==> src/rtl/fifo_pkt_reader_if.sv <==
// Read-side FIFO pop handshake plus packet output stream
// for fifo_pkt_reader.
interface fifo_pkt_reader_if #(
  parameter int busw = 32
);
  logic            en;
  logic            empty;
  logic [busw-1:0] dataout;
  logic            pull;
  logic            out_valid;
  logic [busw-1:0] out_data;
  logic            out_last;
  logic            out_ready;
  logic            err_len;
  logic [15:0]     pkt_cnt;

  modport slave (
    input  en,
    input  empty,
    input  dataout,
    input  out_ready,
    output pull,
    output out_valid,
    output out_data,
    output out_last,
    output err_len,
    output pkt_cnt
  );

  modport master (
    output en,
    output empty,
    output dataout,
    output out_ready,
    input  pull,
    input  out_valid,
    input  out_data,
    input  out_last,
    input  err_len,
    input  pkt_cnt
  );
endinterface

==> src/rtl/fifo_pkt_reader.sv <==
// Pops length-prefixed packets from a FIFO and streams the
// payload out on a registered valid/ready port.
module fifo_pkt_reader #(
  parameter int busw   = 32,
  parameter int maxlen = 16
) (
  input  logic         clk,
  input  logic         rst,
  fifo_pkt_reader_if.slave bus
);

  typedef enum logic {
    HDR,
    PAY
  } state_e;

  localparam logic [15:0] MaxLen = 16'(maxlen);

  state_e          state_q, state_d;
  logic [15:0]     rem_q, rem_d;
  logic            vld_q, vld_d;
  logic            last_q, last_d;
  logic [busw-1:0] data_q, data_d;
  logic            err_q, err_d;
  logic [15:0]     cnt_q, cnt_d;

  logic [15:0] len;
  logic        pull;
  logic        accept;

  assign len    = bus.dataout[15:0];
  assign accept = vld_q & bus.out_ready;

  always_comb begin
    state_d = state_q;
    rem_d   = rem_q;
    vld_d   = vld_q;
    last_d  = last_q;
    data_d  = data_q;
    err_d   = 1'b0;
    cnt_d   = cnt_q + {15'd0, accept & last_q};
    pull    = 1'b0;

    // An accepted word leaves unless a payload pull refills it.
    if (accept) begin
      vld_d  = 1'b0;
      last_d = 1'b0;
    end

    unique case (state_q)
      HDR: begin
        pull = bus.en & ~bus.empty & ~rst;
        if (pull) begin
          if (len > MaxLen) begin
            err_d = 1'b1;
          end else if (len != 16'd0) begin
            rem_d   = len;
            state_d = PAY;
          end
        end
      end
      PAY: begin
        pull = ~bus.empty & (~vld_q | bus.out_ready) & ~rst;
        if (pull) begin
          data_d = bus.dataout;
          vld_d  = 1'b1;
          last_d = (rem_q == 16'd1);
          rem_d  = rem_q - 16'd1;
          if (rem_q == 16'd1) begin
            state_d = HDR;
          end
        end
      end
      default: state_d = HDR;
    endcase
  end

  always_ff @(posedge clk) begin
    if (rst) begin
      state_q <= HDR;
      rem_q   <= '0;
      vld_q   <= 1'b0;
      last_q  <= 1'b0;
      data_q  <= '0;
      err_q   <= 1'b0;
      cnt_q   <= '0;
    end else begin
      state_q <= state_d;
      rem_q   <= rem_d;
      vld_q   <= vld_d;
      last_q  <= last_d;
      data_q  <= data_d;
      err_q   <= err_d;
      cnt_q   <= cnt_d;
    end
  end

  assign bus.pull      = pull;
  assign bus.out_valid = vld_q;
  assign bus.out_data  = data_q;
  assign bus.out_last  = last_q;
  assign bus.err_len   = err_q;
  assign bus.pkt_cnt   = cnt_q;

endmodule
==> src/flat_wrapper.sv <==
// flat-port wrapper written by rule: the top's interface ports become plain ports
module fifo_pkt_reader_flat 
#(
  parameter int busw   = 32,
  parameter int maxlen = 16
)
  (clk, rst, bus_en, bus_empty, bus_dataout, bus_out_ready, bus_pull, bus_out_valid, bus_out_data, bus_out_last, bus_err_len, bus_pkt_cnt);
  fifo_pkt_reader_if #(.busw(busw)) bus_i ();
  input  logic clk;
  input  logic rst;
  input wire logic [$bits(bus_i.en)-1:0] bus_en;
  input wire logic [$bits(bus_i.empty)-1:0] bus_empty;
  input wire logic [$bits(bus_i.dataout)-1:0] bus_dataout;
  input wire logic [$bits(bus_i.out_ready)-1:0] bus_out_ready;
  output wire logic [$bits(bus_i.pull)-1:0] bus_pull;
  output wire logic [$bits(bus_i.out_valid)-1:0] bus_out_valid;
  output wire logic [$bits(bus_i.out_data)-1:0] bus_out_data;
  output wire logic [$bits(bus_i.out_last)-1:0] bus_out_last;
  output wire logic [$bits(bus_i.err_len)-1:0] bus_err_len;
  output wire logic [$bits(bus_i.pkt_cnt)-1:0] bus_pkt_cnt;
  assign bus_i.en = bus_en;
  assign bus_i.empty = bus_empty;
  assign bus_i.dataout = bus_dataout;
  assign bus_i.out_ready = bus_out_ready;
  assign bus_pull = bus_i.pull;
  assign bus_out_valid = bus_i.out_valid;
  assign bus_out_data = bus_i.out_data;
  assign bus_out_last = bus_i.out_last;
  assign bus_err_len = bus_i.err_len;
  assign bus_pkt_cnt = bus_i.pkt_cnt;
  fifo_pkt_reader #(.busw(busw), .maxlen(maxlen)) u_core (.clk(clk), .rst(rst), .bus(bus_i));
endmodule
==> config.mk <==
export PLATFORM = sky130hd
export DESIGN_NAME = fifo_pkt_reader_flat
export DESIGN_NICKNAME = d
export VERILOG_FILES = /design/src/rtl/fifo_pkt_reader_if.sv /design/src/rtl/fifo_pkt_reader.sv /design/src/flat_wrapper.sv
export SDC_FILE = /design/constraint.sdc
export NUM_CORES = 1
export LEC_CHECK = 0
export BUFFER_PORTS_ARGS = -buffer_cell sky130_fd_sc_hd__buf_2
export CAP_MARGIN = 40
export CORE_MARGIN = 3
export CORE_UTILIZATION = 55
export DETAILED_ROUTE_END_ITERATION = 8
export PLACE_DENSITY = 0.84
export SLEW_MARGIN = 20
export SYNTH_ARGS = -nofsm -noshare
export SYNTH_HDL_FRONTEND = slang
export SYNTH_SLANG_ARGS = --single-unit
==> constraint.sdc <==
create_clock -name clk -period 3.75 [get_ports clk]
set_clock_uncertainty 0.15 [all_clocks]
set_input_delay 0 -clock clk [delete_from_list [all_inputs] [get_ports clk]]
set_output_delay 0 -clock clk [all_outputs]
set_load 0.005 [all_outputs]
; Yosys cells after proc, flatten, opt, wreduce, memory -nomap -nowiden
; Cells that the tools add are included.
[totals]
register_bits = 68
latchBits = 0
ram_bits = 0
romBits = 0
output_inout_bits = 52
wordCells = 50
memories = 0
[classes]
n_addsub = 2
n_mul = 0
div = 0
order_cmp = 1
eq_ne = 5
n_shift = 0
n_mux = 19
n_bitwise = 12
n_reduce_logical = 4
[ops]
columns = cell, n
row1 = $mux 16, 4
row2 = $pmux 16 s2, 1
row3 = $add 16x1->16, 1
row4 = $eq 16x1->1 const B, 1
row5 = $gt 16x5->1 const B, 1
row6 = $reduce_bool 16->1, 1
row7 = $sub 16x1->16 const B, 1
row8 = $mux 1, 12
row9 = $and 1x1->1, 6
row10 = $not 1->1, 5
row11 = $ne 2x1->1 const B, 2
row12 = $ne 2x2->1 const B, 2
row13 = $pmux 1 s2, 2
row14 = $reduce_and 4->1, 1
row15 = $reduce_or 3->1, 1
row16 = $reduce_and 2->1, 1
row17 = $or 1x1->1, 1

; Logic depth before layout (Yosys ltp)
[depth]
ltp_word = 6
mapped_depth = 8
mapped_depth_nobuf = 7

; Least setup slack after synthesis
; Ideal clock, no wire load.
[synth_path]
kind = register -> register
from = reg u_core.vld_q, in the netlist u_core.bus.out_valid
to = reg u_core.cnt_q[14], in the netlist u_core.bus.pkt_cnt[14]
setup_ps = 70
t_arrival_ps = 1769
slack_ps = 1760
stages_incl_launch_ff = 9
period_less_slack_ps = 1990
cell_sequence = dfxtp_1 -> and3_1 -> ha_1 -> ha_1 -> nand2_1 -> or3_1 -> clkbuf_1 -> or3_1 -> a21oi_1
[synth_via]
elab_chain_len = 3
[synth_lines]
columns = element, line
row1 = "start, declared", fifo_pkt_reader.sv:21  ; logic vld_q, vld_d;
row2 = "start signal, assigned", fifo_pkt_reader.sv:90  ; vld_q <= vld_d;
row3 = $and 1x1->1, fifo_pkt_reader.sv:32  ; assign accept = vld_q & bus.out_ready;
row4 = $and 1x1->1, fifo_pkt_reader.sv:41  ; cnt_d = cnt_q + {15'd0, accept & last_q};
row5 = $add 16x1->16, fifo_pkt_reader.sv:41
row6 = "end signal, assigned", fifo_pkt_reader.sv:94  ; cnt_q <= cnt_d;
row7 = "end, declared", fifo_pkt_reader.sv:25  ; logic [15:0] cnt_q, cnt_d;
; Every way passes these cells.
; A chain may end at the register's enable or synchronous reset.

; Final worst setup path
[layout_path]
from = reg u_core.state_q
to = reg u_core.err_q, in the netlist u_core.bus.err_len
[layout_via]
elab_chain_len = 1
[layout_lines]
columns = element, line
row1 = "start, declared", fifo_pkt_reader.sv:19  ; state_e state_q, state_d;
row2 = "start signal, assigned", fifo_pkt_reader.sv:88  ; state_q <= state_d;
row3 = $reduce_or 3->1 (no line), -
row4 = "end signal, assigned", fifo_pkt_reader.sv:93  ; err_q <= err_d;
row5 = "end, declared", fifo_pkt_reader.sv:24  ; logic err_q, err_d;
; Every way passes these cells.

==> impl_metrics.ini <==
[detailed_routing]
drt-initial-drc-count = 295
viasPerCell = 5.60
wire_per_inst_um = 15.6
num_vias = 3154
drt_first_pass_iters = 6
totalWireLength_mm = 8.79
drc_errors = 0
antenna_left = 0

[power_and_ir_drop]
vdd_drop_max_v = 0.000256
p_leak_nw = 1.76
power.density_nw_per_um2 = 363
total_power_mw = 1.49

[worst_setup_path]
crit_path_frequent_cell = dlygate4sd3_1
critPathMaxStageDelay_ns = 0.77
cp_cell_sequence = or4b_2, dlygate4sd3_1, a21oi_1, dlygate4sd3_1
required_ns = 3.89
crit_fanout = 17
crit_path_top_delay_cell = or4b_2
path_class = reg2reg
critPathLaunchType = register
critPathArrivalTime_ns = 2.87
critPathCaptureType = register
rrSetupSlack_ns = 1.02

[place]
dp.cells = 510
pre_cts_slack_ns = 1.23
port_buffers = 88
dp_hpwl_mm = 5.34
gp_congestion = 0.875
placed_cell_area_um2 = 3500

[synthesis]
synth_fp_nets = 414
synth-seq-cells = 68
synth_area_leaders = dfxtp_1 44%, a21oi_1 10%, nand2_1 9.8%
synth_edf_count = 0
yosysTopAreaCellShare_pct = 44.2
synth-main-ff-cell = dfxtp_1
seq_area_frac_synth_pct = 44.2
synthTopCellsByCount = 80 x nand2_1, 68 x dfxtp_1, 63 x a21oi_1
syn_avg_cell_area_um2 = 8.25
syn_inst = 373
async_flop_share_pct = 0
mappedNetlistArea_um2 = 3080
yosysTopAreaCell = dfxtp_1
synth.distinct_cells = 44
synth.most_common_cell = nand2_1
ys_warn_count = 0

[global_routing]
grt_use_total_pct = 27.8
grt_antenna_before_repair = 0
overflow = 0
grt_pass1_vias = 2972
grt_pass1_wl_mm = 14.0
grt_max_degree = 40

[cells_and_area]
synthToLayoutAreaGrowth_pct = 33.1
nets = 529
drive_gt1_share_pct = 25.4
fin_cells = 563
n_antenna_cell = 0
postLayoutCoreUtil_pct = 77.7
stdcell_area_um2 = 4100

[floorplanning]
die_area_um2 = 6530
ioPinCount = 89
die_h_um = 80.8
fp.dieW_um = 80.8
initial_core_util_pct = 58.4
core_um2 = 5270
placementRows = 26

[cts]
clk_path_buf_depth = 2
cts_tree = done
cts_root_buffer = clkbuf_8
cts-buffers-inserted = 9
htreeDepth = 3
cts_num_sinks = 68
post_cts_resize_count = 0
insertion_delay_ns = 0.34
path_clk_slew_ns = 0.07

[hold_path]
hold_path_class = in2reg

[sta]
tightest_slew_ns = 0.810
max_freq_mhz = 366
slew_headroom_pct = 46.0
rsz0062_at_grt = false
layout_worst_path_cycle_share_pct = 72.9
fin_crit_ns = 2.73
setup_tns_ns = 0
drv_slew = 0
setup_viol = 0
timing.final.ws_setup_ns = 1.02
holdWs_ns = 0.0867
hold_violations = 0

[flow_run]
maxCapViolCount = 0

[outcome]
status = finished clean
area by class of cell:
| type | instances | area (um2) |
|---|---|---|
| multi-input combinational | 271 | 1560 |
| clock inverter | 6 | 86.3 |
| fill | 357 | 1170 |
| tap | 70 | 87.6 |
| clock buffer | 10 | 138 |
| inverter | 11 | 41.3 |
| sequential | 68 | 1360 |
| timing repair buffer | 127 | 826 |
sequential cells by signal, indices dropped and copies added, names as in the netlist:
name / cells
u_core.bus.pkt_cnt: 16
u_core.state_q: 1
u_core.bus.out_data: 32
u_core.bus.err_len: 1
u_core.bus.out_last: 1
u_core.rem_q: 16
u_core.bus.out_valid: 1
worst paths after layout:
check | depth (start not counted) | startpoint | end
hold reg to reg | 2 | u_core.bus.out_data[26] | u_core.bus.out_data[26]
setup / recovery | 4 | u_core.state_q | u_core.bus.err_len
setup reg to reg | 4 | u_core.state_q | u_core.bus.err_len
hold / removal | 2 | rst | u_core.bus.pkt_cnt[13]
logic make-up after synthesis:
logic type / after synthesis / synth area share (%)
xor gates and xnor gates: 9 / 2.56
AOI/OAI and AO/OA: 95 / 19.3
and+or+nand+nor: 161 / 26.5
adders and majority gates: 4 / 1.63
DFF: 68 / 44.2
buffers and inverters: 34 / 5.20
muxes: 2 / 0.650
routing by layer:
layer,vias up,GRT usage [%],share of wire (%)
li1,1523,-,-
met1,1462,32.6,39
met2,142,49.7,52
met3,27,5.43,6.5
met4,0,11.3,2.9
met5,-,0,0
report_power, final:
| part | switching [mW] | total [mW] | internal [mW] |
|---|---|---|---|
| combinational | 0.0402 | 0.0858 | 0.0456 |
| sequential | 0.000114 | 0.722 | 0.722 |
| clock | 0.286 | 0.678 | 0.393 |
cells in the final DEF, fill, tap and decap left out, drive strengths merged:
cell	n
nor4b	3
a41oi	1
dfxtp	68
a211o	1
a211oi	2
nor2	20
nor2b	5
clkbuf	10
buf	90
or3	10
a31oi	4
or4b	2
nor4	7
nand2	80
bufinv	2
nand4	4
mux2i	2
o31ai	1
inv	12
a21oi	65
clkinv	2
o21a	1
nand3	10
xor2	7
ha	4
clkinvlp	1
and3	5
nor3	7
nand3b	1
a21o	1
o32ai	6
o21ai	13
nand2b	3
or4	4
dlygate4sd3	37
xnor2	2
repair_timing:
action / 4_1_cts / 5_1_grt
setup buffers: 0 / 0
hold endpoints to repair: 48 / 0
hold buffers: 37 / 0
critical path, delay by kind of cell (launching register included):
family | cells | cell delay (ns)
and+or+nand+nor | 1 | 0.77
AOI/OAI and AO/OA | 1 | 0.11
buffers and inverters | 2 | 1.14
DFF | 1 | 0.52
(Power assumes the default switching activity.)
